$ cat config.mk
export PLATFORM = sky130hd
export DESIGN_NAME = mouse_position_tracker
export DESIGN_NICKNAME = d
export VERILOG_FILES = /design/src/rtl/mouse_pkg.sv /design/src/rtl/mouse_axis_limit.sv /design/src/rtl/mouse_position_tracker.sv
export SDC_FILE = /design/constraint.sdc
export NUM_CORES = 1
export LEC_CHECK = 0
export CAP_MARGIN = 20
export CORE_MARGIN = 10
export CORE_UTILIZATION = 55
export CTS_BUF_LIST = sky130_fd_sc_hd__clkbuf_8
export DETAILED_ROUTE_END_ITERATION = 7
export GPL_TIMING_DRIVEN = 0
export PLACE_DENSITY_LB_ADDON = 0.25
export SYNTH_ARGS = -nofsm -noshare
export SYNTH_HDL_FRONTEND = slang
export SYNTH_SLANG_ARGS = --single-unit
$ cat constraint.sdc
create_clock -name CLK -period 6 [get_ports CLK]
set_input_delay 1.2 -clock CLK [delete_from_list [all_inputs] [get_ports CLK]]
set_output_delay 1.2 -clock CLK [all_outputs]
set_load 0.005 [all_outputs]
$ cat src/rtl/mouse_pkg.sv
// Shared definitions for the mouse position tracker: status bit indices,
// delta/sum widths and the FSM state encoding.
package mouse_pkg;

  localparam int DELTA_W = 9;
  localparam int SUM_W   = DELTA_W + 1;

  localparam int BTN_L = 0;
  localparam int BTN_R = 1;
  localparam int BTN_M = 2;
  localparam int OVF_X = 6;
  localparam int OVF_Y = 7;

  typedef enum logic [2:0] {
    ST_IDLE,
    ST_SCALE,
    ST_SUM,
    ST_LIMIT,
    ST_COMMIT
  } state_t;

endpackage

$ cat src/rtl/mouse_axis_limit.sv
// Per-axis limiter: brings a 10-bit signed sum into 0..MAX. Clamps in one step by
// default; with MOUSE_TRACKER_WRAP_EN defined it wraps by one span per step.
module mouse_axis_limit
  import mouse_pkg::*;
#(
  parameter int MAX = 159
) (
  input  logic signed [SUM_W-1:0] sum,
  output logic signed [SUM_W-1:0] next,
  output logic                    done
);

  localparam logic signed [SUM_W-1:0] MAX_S = SUM_W'(MAX);

`ifdef MOUSE_TRACKER_WRAP_EN
  localparam logic signed [SUM_W-1:0] SPAN_S = SUM_W'(MAX + 1);

  // done reflects the current value, so an out-of-range sum costs one extra cycle per step
  always_comb begin
    next = sum;
    done = 1'b1;
    if (sum < 0) begin
      next = sum + SPAN_S;
      done = 1'b0;
    end else if (sum > MAX_S) begin
      next = sum - SPAN_S;
      done = 1'b0;
    end
  end
`else
  always_comb begin
    next = sum;
    done = 1'b1;
    if (sum < 0) begin
      next = '0;
    end else if (sum > MAX_S) begin
      next = MAX_S;
    end
  end
`endif

endmodule

$ cat src/rtl/mouse_position_tracker.sv
// Integrates PS/2 mouse packet deltas into a bounded cursor position, with a
// one-slot pending buffer and a SET override. MOUSE_TRACKER_WRAP_EN selects wrapping.
module mouse_position_tracker
  import mouse_pkg::*;
#(
  parameter int MAX_X    = 159,
  parameter int MAX_Y    = 119,
  parameter int INIT_X   = 80,
  parameter int INIT_Y   = 60,
  parameter int SHIFT    = 0,
  parameter int INVERT_Y = 1
) (
  input  logic               CLK,
  input  logic               RESET_N,
  input  logic               PKT_VALID,
  input  logic [7:0]         PKT_STATUS,
  input  logic [DELTA_W-1:0] PKT_DX,
  input  logic [DELTA_W-1:0] PKT_DY,
  input  logic               SET_EN,
  input  logic [7:0]         SET_X,
  input  logic [7:0]         SET_Y,
  output logic [7:0]         POS_X,
  output logic [7:0]         POS_Y,
  output logic [2:0]         BUTTONS,
  output logic               UPDATED,
  output logic               DROPPED,
  output logic               BUSY
);

  localparam logic [7:0] MAX_X8  = 8'(MAX_X);
  localparam logic [7:0] MAX_Y8  = 8'(MAX_Y);
  localparam logic [7:0] INIT_X8 = 8'(INIT_X);
  localparam logic [7:0] INIT_Y8 = 8'(INIT_Y);

  state_t state_reg, state_next;

  logic [7:0]               cur_status_reg, pend_status_reg;
  logic [DELTA_W-1:0]       cur_dx_reg, cur_dy_reg, pend_dx_reg, pend_dy_reg;
  logic                     pend_valid_reg;
  logic signed [SUM_W-1:0]  dx_reg, dy_reg, sx_reg, sy_reg;
  logic [7:0]               pos_x_reg, pos_y_reg;
  logic [2:0]               buttons_reg;
  logic                     updated_reg, dropped_reg;

  logic signed [SUM_W-1:0]  dx_ext, dy_ext, dx_scaled, dy_shifted, dy_scaled;
  logic signed [SUM_W-1:0]  sum_x, sum_y, next_x, next_y;
  logic                     done_x, done_y;
  logic [7:0]               set_x_lim, set_y_lim;
  logic                     unused_status;

  assign unused_status = ^cur_status_reg[5:3];

  // Scale stage: sign-extend, divide, orient Y, then squash overflowed axes
  always_comb begin
    dx_ext     = {cur_dx_reg[DELTA_W-1], cur_dx_reg};
    dy_ext     = {cur_dy_reg[DELTA_W-1], cur_dy_reg};
    dx_scaled  = dx_ext >>> SHIFT;
    dy_shifted = dy_ext >>> SHIFT;
    dy_scaled  = (INVERT_Y != 0) ? -dy_shifted : dy_shifted;
    if (cur_status_reg[OVF_X]) dx_scaled = '0;
    if (cur_status_reg[OVF_Y]) dy_scaled = '0;
  end

  assign sum_x = $signed({2'b00, pos_x_reg}) + dx_reg;
  assign sum_y = $signed({2'b00, pos_y_reg}) + dy_reg;

  assign set_x_lim = (SET_X > MAX_X8) ? MAX_X8 : SET_X;
  assign set_y_lim = (SET_Y > MAX_Y8) ? MAX_Y8 : SET_Y;

  mouse_axis_limit #(.MAX(MAX_X)) u_limit_x (
    .sum  (sx_reg),
    .next (next_x),
    .done (done_x)
  );

  mouse_axis_limit #(.MAX(MAX_Y)) u_limit_y (
    .sum  (sy_reg),
    .next (next_y),
    .done (done_y)
  );

  always_ff @(posedge CLK or negedge RESET_N) begin
    if (!RESET_N) state_reg <= ST_IDLE;
    else          state_reg <= state_next;
  end

  always_comb begin
    state_next = state_reg;
    case (state_reg)
      ST_IDLE:   if (pend_valid_reg || PKT_VALID) state_next = ST_SCALE;
      ST_SCALE:  state_next = ST_SUM;
      ST_SUM:    state_next = ST_LIMIT;
      ST_LIMIT:  if (done_x && done_y) state_next = ST_COMMIT;
      ST_COMMIT: state_next = ST_IDLE;
      default:   state_next = ST_IDLE;
    endcase
    if (SET_EN) state_next = ST_IDLE;
  end

  always_ff @(posedge CLK or negedge RESET_N) begin
    if (!RESET_N) begin
      cur_status_reg  <= '0;
      cur_dx_reg      <= '0;
      cur_dy_reg      <= '0;
      pend_status_reg <= '0;
      pend_dx_reg     <= '0;
      pend_dy_reg     <= '0;
      pend_valid_reg  <= 1'b0;
      dx_reg          <= '0;
      dy_reg          <= '0;
      sx_reg          <= '0;
      sy_reg          <= '0;
      pos_x_reg       <= INIT_X8;
      pos_y_reg       <= INIT_Y8;
      buttons_reg     <= '0;
      updated_reg     <= 1'b0;
      dropped_reg     <= 1'b0;
    end else begin
      updated_reg <= 1'b0;
      dropped_reg <= 1'b0;
      if (SET_EN) begin
        pos_x_reg      <= set_x_lim;
        pos_y_reg      <= set_y_lim;
        pend_valid_reg <= 1'b0;
        updated_reg    <= 1'b1;
        dropped_reg    <= (state_reg != ST_IDLE) || pend_valid_reg || PKT_VALID;
      end else begin
        // Intake: IDLE drains the slot first; a strobe arriving then refills it
        if (state_reg == ST_IDLE) begin
          if (pend_valid_reg) begin
            cur_status_reg <= pend_status_reg;
            cur_dx_reg     <= pend_dx_reg;
            cur_dy_reg     <= pend_dy_reg;
            pend_valid_reg <= PKT_VALID;
            if (PKT_VALID) begin
              pend_status_reg <= PKT_STATUS;
              pend_dx_reg     <= PKT_DX;
              pend_dy_reg     <= PKT_DY;
            end
          end else if (PKT_VALID) begin
            cur_status_reg <= PKT_STATUS;
            cur_dx_reg     <= PKT_DX;
            cur_dy_reg     <= PKT_DY;
          end
        end else if (PKT_VALID) begin
          pend_status_reg <= PKT_STATUS;
          pend_dx_reg     <= PKT_DX;
          pend_dy_reg     <= PKT_DY;
          pend_valid_reg  <= 1'b1;
          dropped_reg     <= pend_valid_reg;
        end

        case (state_reg)
          ST_SCALE: begin
            dx_reg <= dx_scaled;
            dy_reg <= dy_scaled;
          end
          ST_SUM: begin
            sx_reg <= sum_x;
            sy_reg <= sum_y;
          end
          ST_LIMIT: begin
            sx_reg <= next_x;
            sy_reg <= next_y;
          end
          ST_COMMIT: begin
            pos_x_reg   <= sx_reg[7:0];
            pos_y_reg   <= sy_reg[7:0];
            buttons_reg <= cur_status_reg[BTN_M:BTN_L];
            updated_reg <= 1'b1;
          end
          default: ;
        endcase
      end
    end
  end

  assign POS_X   = pos_x_reg;
  assign POS_Y   = pos_y_reg;
  assign BUTTONS = buttons_reg;
  assign UPDATED = updated_reg;
  assign DROPPED = dropped_reg;
  assign BUSY    = (state_reg != ST_IDLE);

endmodule
# --- Word level (Yosys, flattened, before mapping) ---
# Index checks and enable logic that the tools add are counted.
word_totals:
  in_bits: 46
  ff_bits: 117
  wordCells: 91
op_classes:
  n_lt_le_gt_ge: 6
  reduce_logical: 15
  n_addsub: 3
  bitwise_logic: 1
  eq_ne: 8
  mux: 41
ops:
  columns: ["operator", "n"]
  rows:
  - ["9-bit two-way mux", 10]
  - ["8-bit two-way mux", 11]
  - ["10-bit two-way mux", 6]
  - ["10-bit one-hot mux with 2 select lines", 2]
  - ["9-bit by 10-bit adder with 10-bit output", 2]
  - ["10-bit by 1-bit < comparator with 1-bit output, second input constant", 2]
  - ["3-bit one-hot mux with 4 select lines", 1]
  - ["10-bit by 8-bit > comparator with 1-bit output, second input constant", 1]
  - ["10-bit by 9-bit > comparator with 1-bit output, second input constant", 1]
  - ["9-bit negator with 10-bit output", 1]
  - ["1-bit two-way mux", 9]
  - ["3-bit AND reduction", 3]
  - ["8-bit by 7-bit > comparator with 1-bit output, second input constant", 1]
  - ["8-bit > comparator, second input constant", 1]
  - ["3-bit by 2-bit == test with 1-bit output, second input constant", 2]
  - ["3-bit two-way mux", 2]
  - ["3-bit by 1-bit != test with 1-bit output, second input constant", 2]
  - ["2-bit AND reduction", 3]
  - ["2-bit nonzero test", 3]
  - ["3-bit nonzero test", 2]
  - ["3-bit by 1-bit == test with 1-bit output, second input constant", 1]
  - ["3-bit == test, second input constant", 1]
  - ["3-bit logical NOT", 1]
  - ["1-bit logical OR", 3]
  - ["other kinds (3)", 3]

# --- Longest topological paths before layout ---
logic_depth:
  ltp_word: 4
  depth_mapped: 7
  ltp_nobuf: 7

# --- Hierarchy ---
# Synthesis repeated with hierarchy kept, for this count alone.
hier_totals:
  hier_cells: 587
  area_unflattened_um2: 5738.0
by_module_without_submodules:
  columns: ["module", "cells_each", "area_per_inst_um2", "seq_area_each_um2", "n_inst"]
  rows:
  - ["mouse_position_tracker", 545, 5509.0, 2760.1, 1]
  - ["mouse_axis_limit at u_limit_y", 21, 116.4, 0.0, 1]
  - ["mouse_axis_limit at u_limit_x", 21, 112.6, 0.0, 1]

# --- Worst setup path after synthesis ---
# No wires, ideal clock.
synth_path:
  path_kind: "input to register"
  startpoint: "in SET_EN"
  endpoint: "reg sx_reg[2]"
  stages: 3
  setup_time_ps: 126
  slack_ps: 3789
  n_path_buf: 0
  arrival_ps: 2085
  cell_sequence: "nor3b_2 -> o21ai_1 -> a221o_1"
synth_between:
  elab_chain_cells: 2
synth_rtl:
  columns: ["item", "line_no", "text"]
  rows:
  - ["from (decl)", "mouse_position_tracker.sv:19", "input logic SET_EN,"]
  - ["1-bit NOT (no line)", null, null]
  - ["3-bit AND reduction (no line)", null, null]
  - ["to (signal assigned)", "mouse_position_tracker.sv:159", "sx_reg <= sum_x;"]
  - ["to (signal assigned)", "mouse_position_tracker.sv:163", "sx_reg <= next_x;"]
  - ["to (decl)", "mouse_position_tracker.sv:40", "logic signed [SUM_W-1:0] dx_reg, dy_reg, sx_reg, sy_reg;"]
# Every way passes these cells.
# A chain may end at the register's enable or synchronous reset.

# --- Final worst setup path ---
layout_path:
  startpoint: "reg state_reg[2]"
  endpoint: "out BUSY"
layout_between:
  elab_chain_cells: 1
layout_rtl:
  columns: ["item", "line_no", "text"]
  rows:
  - ["from (decl)", "mouse_position_tracker.sv:35", "state_t state_reg, state_next;"]
  - ["from (signal assigned)", "mouse_position_tracker.sv:84", "else state_reg <= state_next;"]
  - ["3-bit nonzero test", "mouse_position_tracker.sv:183", "assign BUSY = (state_reg != ST_IDLE);"]
  - ["to (decl)", "mouse_position_tracker.sv:27", "output logic BUSY"]
# Every way passes these cells.

==> metrics list <==
* FMAX: ~0.33 GHz
- The die covers 14600 um^2.
- Latest clock arrival within the worst-skew pair: 370 ps
- Layout cells sized above 1: 15.5%
* Type of the worst setup path: flop to output pin
* Largest fanout on the critical path: 7
* Main synth FF type: dfrtp_1
- Setup repair after global routing missed its margin: false
* Clock Skew: 8.31 ps
* Drt drc: 0
- Sum of overflow across all layers after global routing: 0
- Entering global routing, the biggest net connects 57 pins.
* Clock power share: 17.7%
* Cell accounting for the most synthesized area: dfrtp_1
- Of the total synthesized cell area, the portion taken by AND, OR, NAND and NOR gates is 12.1%.
- The first detailed-routing pass ran for 4 iterations.
- Crit path DAT: 1840 ps
- Synthesis instantiated 50 different standard cells from the library.
- Subtracting the final worst setup slack from the clock period gives slightly above 3000 ps.
* Wire length of the first global-routing pass: about 20000 um
* Startpoint Class: flop
- WL met1: 5650 um
* Hold_buf cts: 0
- Clock tree from TritonCTS: yes
- The floorplan step set the die height to 121 um.
- Number of warnings issued by yosys: 0
* Ratio of total power to cell area: 375 nW/um^2
* Post-CTS setup buffer count: 0
* Xor and xnor area share after synthesis: under 10%
* Worst slew margin relative to its limit: 51.2%
- Combinational family with the most area after synthesis: compound AO/OA/AOI/OAI gates
* Core footprint: between 9000 and 10000 um^2
* Number of antenna diodes: 0
* Via density: 5.56
* Count of nets after finishing: 646
- The HPWL after detailed placement is around 9000 um.
* Path category of the worst min-delay check: flop to flop
* Area fraction of the dominant cell type after synthesis: 46.7%
- Routed wire length per instance: between 15 and 20 um
- The synthesized netlist devotes 4.53% of its cell area to adder and majority cells.
- Post-cts resize count: 0
- Counting every instance in the synthesized netlist gives 505.
- Ranked by total cell area, the synthesized netlist is headed by dfrtp_1 (47%), mux2_2 (6.9%), mux2i_1 (5.4%).
- The routed design uses 5520 um of met2 wire.
- Top Ports: 68
- Each instance of the synthesized netlist takes up on average around 11 um^2.
- Commonest non-fill, non-tap cell in the layout: dfrtp_1
- Counting the buffers created by CTS gives 9.
- Share of flip-flops with an asynchronous set or reset after synthesis: 100%
* CP Capture Type: output pin
- The synthesized design contains 110 register bits.
- Internal cell power: 0.00162 W
- Top library cells by usage in the layout, fill and taps aside: dfrtp_1 (104), clkdlybuf4s50_1 (63), nor2_1 (42)
- After the first detailed-routing iteration, the DRC count stood at 163.
* Transition at the pin with the smallest max-transition slack: 733 ps
- In the detailed route, the total length drawn on met3 is approximately 500 um.
- After synthesis, the share of cell area in mux cells is 12.3%.
- Clk Tree Root Cell: clkbuf_8
* Final weighted congestion in routability-driven placement: around 0.87
* Final-layout fill cell count: 786
- The synthesized netlist occupies a cell area of roughly 5600 um^2.
- Chip Width: 121 um
- Layout Utilization: 67.2%
- After routing the design area is 6600 um^2.
- Standard-cell row count: 36
- Buffers placed on the I/O ports in this run total 64.
- VDD IR-drop max: 0.000190 V
* Share of synthesized area occupied by flip-flops and latches: 49.5%
* Power spent charging and discharging nets: 0.000859 W
* Switching Fraction: 34.7%
* Static Leak: 2.70 nW
- Final Setup Violations: 0
- The number of nets in the synthesized netlist is between 500 and 600.
* Max H-tree Level: 3
* Total wire length after detailed routing: about 12000 um
- Number of global-route vias before repair: 4170
- The synthesized netlist devotes 16.0% of its cell area to compound gates.
* Starting utilization of the core area: roughly 57%
- Combinational Power Share: 34.9%
* Clk sinks: 110
- Number of enable-type register cells in the synthesized netlist: 0
- Global routing used approximately 17% of the available tracks across all layers.
- From synthesis to final layout, the design area changed by 18.4%.
- The final critical path takes up 50.7% of the cycle.
- Of the total power, registers draw approximately 47%.
* Count of maximum capacitance violations: 0
- The detail route stage leaves a number of antenna-violating nets equal to 0.
* Clock transition at the register clock pins on the worst setup and hold paths after CTS: 100 ps
* Total count of max-transition violations in the final report: 0
* Deepest clock path buffer count: 2
* Number of hold violations in the final report: 0
- Signal routing reaches up to met4.
- Detailed routing inserted a total of 4001 vias.
- Run status: finished clean
- Setup Total Neg Slack: 0 ps
- Required time of the critical path: 4800 ps
* Area after DPL: around 6400 um^2
* Initial antenna violation count: 0
routing by layer:
metal  global-route usage (%)  vias up
met4                     5.43        0
met3                     3.26       12
li1                         -     1973
met5                        0        -
met2                     27.7       79
met1                     22.0     1937
worst max-delay path, stage by stage, from the launching register on:
cell and delay, ps:
dfrtp_1 460, or3_1 410, buf_6 150, clkdlybuf4s50_1 460
power by group through the flow:
stage               clock (W)  sequential, W  combinational (W)
floorplan                   0        0.00113           0.000661
global placement            0        0.00117           0.000831
detailed placement          0        0.00118           0.000865
CTS                  0.000449        0.00117           0.000871
global route         0.000475        0.00120           0.000978
finish               0.000439        0.00117           0.000865
cell usage after synthesis, types with 6 or more instances:
master,number
o21ai_0,34
a211oi_1,9
a21oi_1,27
dfrtp_1,104
nand2b_1,13
inv_1,10
nor3b_1,8
nor2_1,42
buf_6,7
a221o_1,6
o22a_1,8
dfstp_2,6
o31ai_1,6
mux2_2,34
nor2b_1,6
clkbuf_1,9
ha_1,17
mux2i_1,30
nand2_1,36
xor2_1,11
a21oi_2,17
cells by family after synthesis:
family / count (synthesis)
compound gates: 132
fa+ha+maj: 19
flops: 110
buf+inv: 32
simple gates: 133
xor+xnor: 15
mux: 64
final timing paths:
kind	from	endpoint	slack (ps)	cells after the start
max	state_reg[2]	BUSY	2960	3
min	sx_reg[9]	sx_reg[9]	500	2
max reg2reg	POS_Y[0]	sy_reg[8]	3770	7
min reg2reg	sx_reg[9]	sx_reg[9]	500	2
max in group asynchronous	RESET_N	pend_dy_reg[1]	4390	2
min in group asynchronous	RESET_N	POS_X[5]	890	1
through the flow:
step           power (W)  setup WS [ps]  hold slack [ps]  instances
2_1_floorplan    0.00179           3790              447        505
3_3_place_gp     0.00200           -359              468        702
3_5_place_dp     0.00205           2650              480        703
4_1_cts          0.00249           2940              505        719
5_1_grt          0.00266           2880              522        719
6_report         0.00247           2960              499        719
final cells by class:
cell class / instances / area [um^2] / share of cell area (%)
Buffer: 22 / 141 / 2.14
Clock buffer: 11 / 151 / 2.29
Clock inverter: 5 / 40.0 / 0.607
Inverter: 10 / 37.5 / 0.569
Multi-Input combinational cell: 363 / 2640 / 40.0
Sequential cell: 110 / 2760 / 41.8
Tap cell: 133 / 166 / 2.52
Timing Repair Buffer: 65 / 666 / 10.1
Power figures use the tool's default switching activity.
